File: src/rtl/johnson_phase_decoder.sv
// johnson_phase_decoder
//
// Decodes the N-bit Johnson code of an upstream Johnson counter into one of
// 2N phases. Alongside the decode it checks that the sequence is intact: it
// flags illegal codes and skipped, repeated or backward steps, and runs a
// lock state machine. Only a locked decoder drives the one-hot phase output.
// It also counts revolutions while locked.
//
// Ports
//   clk         rising-edge clock
//   reset_n     asynchronous active-low reset
//   en          sample strobe: the upstream counter advanced, sample code now
//   code        N-bit Johnson code from upstream
//   err_clr     clears err_illegal, err_skip and err_cnt (independent of en)
//   phase       one-hot active phase (2N bits), all-zero unless locked
//   phase_idx   index of the last legal code sampled
//   lock        high while LOCKED
//   rev_tick    one-cycle pulse on a locked wrap from index 2N-1 to 0
//   rev_cnt     revolutions completed while locked, wraps modulo 2^REV_W
//   err_illegal sticky: an illegal code was sampled
//   err_skip    sticky: a legal but non-successor code arrived while locked
//   err_cnt     error events since the last clear, saturating at all-ones

module johnson_phase_decoder #(
    parameter int N      = 4,
    parameter int LOCK_N = 2,
    parameter int REV_W  = 8,
    parameter int ERR_W  = 4,
    localparam int P     = 2 * N,
    localparam int IW    = $clog2(P)
) (
    input  logic             clk,
    input  logic             reset_n,
    input  logic             en,
    input  logic [N-1:0]     code,
    input  logic             err_clr,
    output logic [P-1:0]     phase,
    output logic [IW-1:0]    phase_idx,
    output logic             lock,
    output logic             rev_tick,
    output logic [REV_W-1:0] rev_cnt,
    output logic             err_illegal,
    output logic             err_skip,
    output logic [ERR_W-1:0] err_cnt
);

    typedef enum logic [1:0] {
        UNLOCKED = 2'd0,
        ACQUIRE  = 2'd1,
        LOCKED   = 2'd2
    } state_t;

    // Legal code for phase p. Phases 0..N fill ones in from the MSB, and
    // phases N+1..2N-1 leave (2N-p) ones at the LSB end.
    function automatic logic [N-1:0] johnson_pattern(input int p);
        logic [N-1:0] pat;
        for (int j = 0; j < N; j++) begin
            if (p <= N) begin
                pat[j] = (j >= N - p);
            end else begin
                pat[j] = (j < P - p);
            end
        end
        return pat;
    endfunction

    state_t          state_reg;
    logic [3:0]      good_cnt_reg;
    logic [IW-1:0]   prev_idx_reg;

    logic [P-1:0]    hit;
    logic            dec_legal;
    logic [IW-1:0]   dec_idx;
    logic [IW-1:0]   exp_idx;
    logic            is_succ;
    logic [P-1:0]    dec_onehot;
    logic            ev_illegal;
    logic            ev_skip;
    logic            ev_any;

    // One comparator per legal code. At most one can match.
    generate
        for (genvar gi = 0; gi < P; gi++) begin : g_match
            localparam logic [N-1:0] PAT = johnson_pattern(gi);
            assign hit[gi] = (code == PAT);
        end
    endgenerate

    always_comb begin
        dec_legal = 1'b0;
        dec_idx   = '0;
        for (int p = 0; p < P; p++) begin
            if (hit[p]) begin
                dec_legal = 1'b1;
                dec_idx   = IW'(p);
            end
        end
    end

    assign exp_idx    = (prev_idx_reg == IW'(P - 1)) ? '0 : prev_idx_reg + IW'(1);
    assign is_succ    = dec_legal && (dec_idx == exp_idx);
    assign dec_onehot = P'(1) << dec_idx;

    // A non-successor code raises a skip error only when it breaks an
    // established lock. During acquisition it just restarts the count.
    assign ev_illegal = en && !dec_legal;
    assign ev_skip    = en && dec_legal && (state_reg == LOCKED) && !is_succ;
    assign ev_any     = ev_illegal || ev_skip;

    assign lock = (state_reg == LOCKED);

    always_ff @(posedge clk or negedge reset_n) begin
        if (!reset_n) begin
            state_reg    <= UNLOCKED;
            good_cnt_reg <= '0;
            prev_idx_reg <= '0;
            phase        <= '0;
            phase_idx    <= '0;
            rev_tick     <= 1'b0;
            rev_cnt      <= '0;
            err_illegal  <= 1'b0;
            err_skip     <= 1'b0;
            err_cnt      <= '0;
        end else begin
            rev_tick <= 1'b0;

            if (en) begin
                if (!dec_legal) begin
                    // phase_idx and prev_idx keep the last legal value.
                    state_reg    <= UNLOCKED;
                    good_cnt_reg <= '0;
                    phase        <= '0;
                end else begin
                    phase_idx    <= dec_idx;
                    prev_idx_reg <= dec_idx;
                    case (state_reg)
                        UNLOCKED: begin
                            state_reg    <= ACQUIRE;
                            good_cnt_reg <= '0;
                            phase        <= '0;
                        end
                        ACQUIRE: begin
                            if (is_succ) begin
                                good_cnt_reg <= good_cnt_reg + 4'd1;
                                if (good_cnt_reg + 4'd1 == 4'(LOCK_N)) begin
                                    state_reg <= LOCKED;
                                    phase     <= dec_onehot;
                                end else begin
                                    phase     <= '0;
                                end
                            end else begin
                                good_cnt_reg <= '0;
                                phase        <= '0;
                            end
                        end
                        LOCKED: begin
                            if (is_succ) begin
                                phase <= dec_onehot;
                                // A successor of index 0 means the wrap from 2N-1.
                                if (dec_idx == '0) begin
                                    rev_tick <= 1'b1;
                                    rev_cnt  <= rev_cnt + REV_W'(1);
                                end
                            end else begin
                                state_reg    <= ACQUIRE;
                                good_cnt_reg <= '0;
                                phase        <= '0;
                            end
                        end
                        default: begin
                            state_reg    <= UNLOCKED;
                            good_cnt_reg <= '0;
                            phase        <= '0;
                        end
                    endcase
                end
            end

            // An error in the same cycle as a clear survives it and counts as
            // the first event after the clear.
            if (err_clr) begin
                err_illegal <= ev_illegal;
                err_skip    <= ev_skip;
                err_cnt     <= ev_any ? ERR_W'(1) : '0;
            end else if (ev_any) begin
                if (ev_illegal) begin
                    err_illegal <= 1'b1;
                end
                if (ev_skip) begin
                    err_skip <= 1'b1;
                end
                if (err_cnt != '1) begin
                    err_cnt <= err_cnt + ERR_W'(1);
                end
            end
        end
    end

endmodule

File: config.mk
export PLATFORM = sky130hd
export DESIGN_NAME = johnson_phase_decoder
export DESIGN_NICKNAME = d
export VERILOG_FILES = /design/src/rtl/johnson_phase_decoder.sv
export SDC_FILE = /design/constraint.sdc
export NUM_CORES = 1
export LEC_CHECK = 0
export ABC_CLOCK_PERIOD_IN_PS = 7200
export CORE_MARGIN = 1.5
export CORE_UTILIZATION = 43
export CTS_CLUSTER_DIAMETER = 100
export DETAILED_ROUTE_END_ITERATION = 7
export PLACE_DENSITY = 0.68
export SLEW_MARGIN = 20
export SYNTH_ARGS = -nofsm -noshare
export SYNTH_HDL_FRONTEND = slang
export SYNTH_SLANG_ARGS = --single-unit
File: constraint.sdc
create_clock -name clk -period 7.2 [get_ports clk]
set_input_delay 1.44 -clock clk [delete_from_list [all_inputs] [get_ports clk]]
set_output_delay 1.44 -clock clk [all_outputs]
set_load 0.02 [all_outputs]
; Word level (Yosys, flattened, before mapping)
; Index checks and enable logic that the tools add are counted.
[op_classes]
addsub = 4
reduce_logical = 22
n_shift = 1
eq_ne = 16
n_mux = 45
[ops]
columns = operator, n
row1 = $mux W8, 4
row2 = $mux W4, 6
row3 = $mux W1, 21
row4 = $mux W3, 7
row5 = $eq A4 B4 Y1 const B, 4
row6 = $pmux W8 S2, 1
row7 = $reduce_and A2 Y1, 5
row8 = $ne A3 B3 Y1 const B, 3
row9 = $add A4 B1 Y4 const B, 2
row10 = $add A8 B1 Y8 const B, 1
row11 = $eq A4 B2 Y1 const B, 2
row12 = $mux W2, 4
row13 = $pmux W4 S2, 1
row14 = $reduce_bool A2 Y1, 4
row15 = $shl A1 B3 Y8 const A, 1
row16 = $pmux W2 S3, 1
row17 = $logic_and A1 B1 Y1, 5
row18 = $reduce_and A5 Y1, 1
row19 = $eq A4 B1 Y1 const B, 1
row20 = $eq A4 B3 Y1 const B, 1
row21 = $logic_not A4 Y1, 1
row22 = $ne A4 B4 Y1 const B, 1
row23 = $reduce_and A4 Y1, 1
row24 = $add A3 B1 Y3 const B, 1
row25 = other kinds (8), 9
[totals]
output_inout_bits = 27
wordCells = 97
register_bits = 32
inputBits = 8

; Longest topological paths before layout
[logic_depth]
word_depth = 15
mapped_depth = 9
depth_no_buf = 8

; Worst setup path after synthesis
; OpenSTA, ideal clock, no wires.
[synth_timing]
path_type = in2reg
start = input code[3]
end = register rev_cnt[1]
path_slack_ns = 3.781
path_buffers = 2
setup_ns = 0.127
path_stages = 7
arrival_ns = 3.292
required_time_ns = 7.073
cell_sequence = buf_6 > and3b_1 > o21a_1 > or4b_1 > buf_2 > nor4_4 > mux2_1
[synth_via]
elab_chain_cells = 11
elab_cells_between_ends = 27
classes_between = 8 x eq/ne / 15 x mux / 4 x reduce/logical
[synth_lines]
columns = element, line_no
row1 = start: declaration, 35  ; input logic [N-1:0] code,
row2 = $eq A4 B4 Y1 or $logic_not A4 Y1 (tied branches), 85  ; assign hit[gi] = (code == PAT);
row3 = $mux W1, 93  ; if (hit[p]) begin
row4 = $mux W3 or $mux W1 (tied branches) (6 in a row), 93
row5 = $eq A3 B3 Y1 or $mux W1 (tied branches), "101, 93"
row6 = $logic_and A1 B1 Y1, 101  ; assign is_succ = dec_legal && (dec_idx == exp_idx);
row7 = $reduce_and A5 Y1 (no line) *, -
row8 = end signal: assignment, 162  ; rev_cnt <= rev_cnt + REV_W'(1);
row9 = end: declaration, 41  ; output logic [REV_W-1:0] rev_cnt,
; Mark *: on every way between the ends. The rest lies on a longest branch, timed or not.
; A chain may end at the register's enable or synchronous reset.

; Final worst setup path
[layout_timing]
start = input code[0]
end = register rev_cnt[1]
; Same word-level chain as after synthesis.

==> results.py <==
metrics = {
    "clock_network": {
        "cts_tree": "yes",
        "numCtsBuffers": 5,
        "clk_pin_slew_ps": 60,
        "cts_sinks": 32,
        "cts_resized": 0,
        "cts_root_buf": "clkbuf_8",
        "clock_path_buffers": 2,
        "cts_hold_buf": 0,
        "clkLatencyLatePin_ps": 280,
        "post_cts_buffers": 0,
        "htree_levels": 2,
    },
    "timing": {
        "setup_violations": 0,
        "maxClockFrequency_ghz": 0.2450,
        "skew_ps": 6.591,
        "slew-limit-headroom_pct": 60.48,
        "tightest_slew_ps": 590.9,
        "setup_tns_ps": 0,
        "rsz0062_at_grt": "no",
        "holdWs_ps": 485.2,
        "post-route-period-util_pct": 56.70,
        "period_minus_slack_ps": 4082,
        "hold_viol": 0,
        "drv_slew": 0,
    },
    "cells_and_area": {
        "layout.nets": 243,
        "antenna_cells": 0,
        "finalNonFillerCells": 276,
        "area_growth_pct": 26.47,
        "final_cell_mix": "clkdlybuf4s50_1, dfrtp_1, nand2_1",
        "mostFrequentLayoutCell": "clkdlybuf4s50_1",
        "final_area_sq_mm": 0.002361,
        "drive_above_1_share_pct": 7.965,
        "reg.largest.list": "phase: 8 flops, rev_cnt: 8 flops",
    },
    "grt": {
        "track_usage_pct": 18.62,
        "antenna_found_initial": 0,
        "overflow": 0,
        "grt_pass1_wl_mm": 6.472,
        "grt_pass1_vias": 1382,
        "grt_max_degree": 33,
    },
    "setup_path": {
        "critPathKind": "in2reg",
        "cp_cell_sequence": "clkdlybuf4s50_1 -> and3b_1 -> o21a_1 -> or4b_1 -> nor4_4 -> mux2_1",
        "cp_slowest_cell": "clkdlybuf4s50_1",
        "crit_fanout": 14,
        "cp-end-kind": "flip-flop",
        "cpPeakStageDelay_ps": 760,
        "cp.required_ps": 7360,
        "start_kind": "input port",
        "cp.arrival_ps": 4250,
    },
    "synthesis": {
        "ys.warnings.count": 0,
        "netlist-cell-type-count": 50,
        "avgSynthCellArea_sq_um": 9.723,
        "async_flop_share_pct": 100.0,
        "synth_edf_count": 0,
        "synth_cells": 192,
        "ys_ff_latch": 32,
        "dominantRegCellSynth": "dfrtp_1",
        "synth.net_count": 210,
        "synth-seq-area-share_pct": 42.90,
        "synth_area_sq_mm": 0.001867,
    },
    "floorplanning": {
        "dieHeight_um": 68.89,
        "rows": 23,
        "core_sq_mm": 0.004086,
        "dieArea_sq_mm": 0.004746,
        "ios": 35,
        "start_util_pct": 45.68,
        "dieWidth_um": 68.89,
    },
    "placement": {
        "port_buffers": 34,
        "dpl_cell_area_sq_mm": 0.002235,
        "placed_cells": 268,
        "dp_hpwl_mm": 2.838,
        "gp_congestion": 0.8140,
    },
    "outcome": {
        "outcome": "complete, no violations",
    },
    "detailed_routing": {
        "drt-pass1-iter-count": 4,
        "drcViolationCount": 0,
        "drtIter0Drc": 79,
        "viasPerCell": 5.449,
        "finalWirelength_mm": 3.847,
        "wl_per_cell_um": 13.94,
        "routed-via-count": 1504,
        "ant_nets": 0,
    },
    "worst_hold_path": {
        "hold_class": "reg2reg",
    },
    "power_and_ir_drop": {
        "power.leakage_uw": 0.001032,
        "powerDensity_mw_per_mm2": 205.5,
        "peakVddDrop_uv": 121.9,
    },
    "job": {
        "max_cap_viol_count": 0,
    },
}
[through the flow]
step | total power (uW) | util, % | worst slack (ps)
2_1_floorplan | 272.3 | - | 3781
3_3_place_gp | 302.0 | 54.68 | 2881
3_5_place_dp | 304.2 | 54.68 | 2834
4_1_cts | 491.3 | 57.78 | 3119
5_1_grt | 513.4 | 57.78 | 2954
6_report | 485.2 | 57.78 | 3118
[layer usage]
| metal | track usage, % | up-vias | routed length, um |
|---|---|---|---|
| met5 | 0 | - | 0 |
| met1 | 26.35 | 704 | 1936 |
| met4 | 7.353 | 0 | 34 |
| met3 | 4.383 | 2 | 138 |
| li1 | - | 766 | - |
| met2 | 27.52 | 32 | 1738 |
[report_power, final]
group          internal (uW)  switching (uW)
Combinational           42.8            60.0
Sequential               188            9.54
Clock                    122            62.9
[cell families after synthesis]
kind of cell	synth area share (%)
buffers and inverters	5.094
adders and majority gates	6.702
DFF	42.90
xor gates and xnor gates	5.630
muxes	2.279
and+or+nand+nor	19.97
AOI/OAI and AO/OA	17.43
[Yosys cell counts (3+ instances only)]
cell | count | share of area [%]
o2bb2ai_1 | 5 | 2.3
xor2_1 | 4 | 1.9
nor2b_1 | 3 | 1.0
inv_1 | 14 | 2.8
dfrtp_1 | 32 | 43
ha_1 | 10 | 6.7
or2_2 | 3 | 1.0
nand4_1 | 6 | 2.0
a21oi_1 | 8 | 2.1
o22ai_1 | 3 | 1.0
nand2_1 | 15 | 3.0
and3_1 | 3 | 1.0
o32ai_1 | 3 | 1.4
o21ai_0 | 7 | 1.9
nor2_1 | 10 | 2.0
xnor2_1 | 8 | 3.8
nand3_1 | 9 | 2.4
clkbuf_1 | 7 | 1.4
[critical path, delay by kind of cell]
| kind | cells | cell delay (ps) |
|---|---|---|
| buf+inv | 1 | 760 |
| mux | 1 | 370 |
| compound gates | 1 | 190 |
| simple gates | 3 | 1490 |
[layout make-up]
type | count | area, sq um
tap | 50 | 62.56
multi-input combinational | 137 | 970.9
sequential | 32 | 800.8
inverter | 14 | 52.55
timing repair buffer | 35 | 347.8
clock buffer | 7 | 96.34
fill | 373 | 1725
clock inverter | 1 | 30.03
[final timing paths]
kind                                  from              end  slack, ps  cells after the start
max in group asynchronous          reset_n  prev_idx_reg[1]       5360                      2
setup / recovery                   code[0]       rev_cnt[1]       3120                      6
setup reg to reg           prev_idx_reg[0]       rev_cnt[1]       4430                      7
hold reg to reg                   phase[5]         phase[5]        490                      2
hold / removal                    phase[5]         phase[5]        490                      2
min in group asynchronous          reset_n       rev_cnt[5]       1550                      2
No activity file was read; power rests on OpenSTA's default activity.
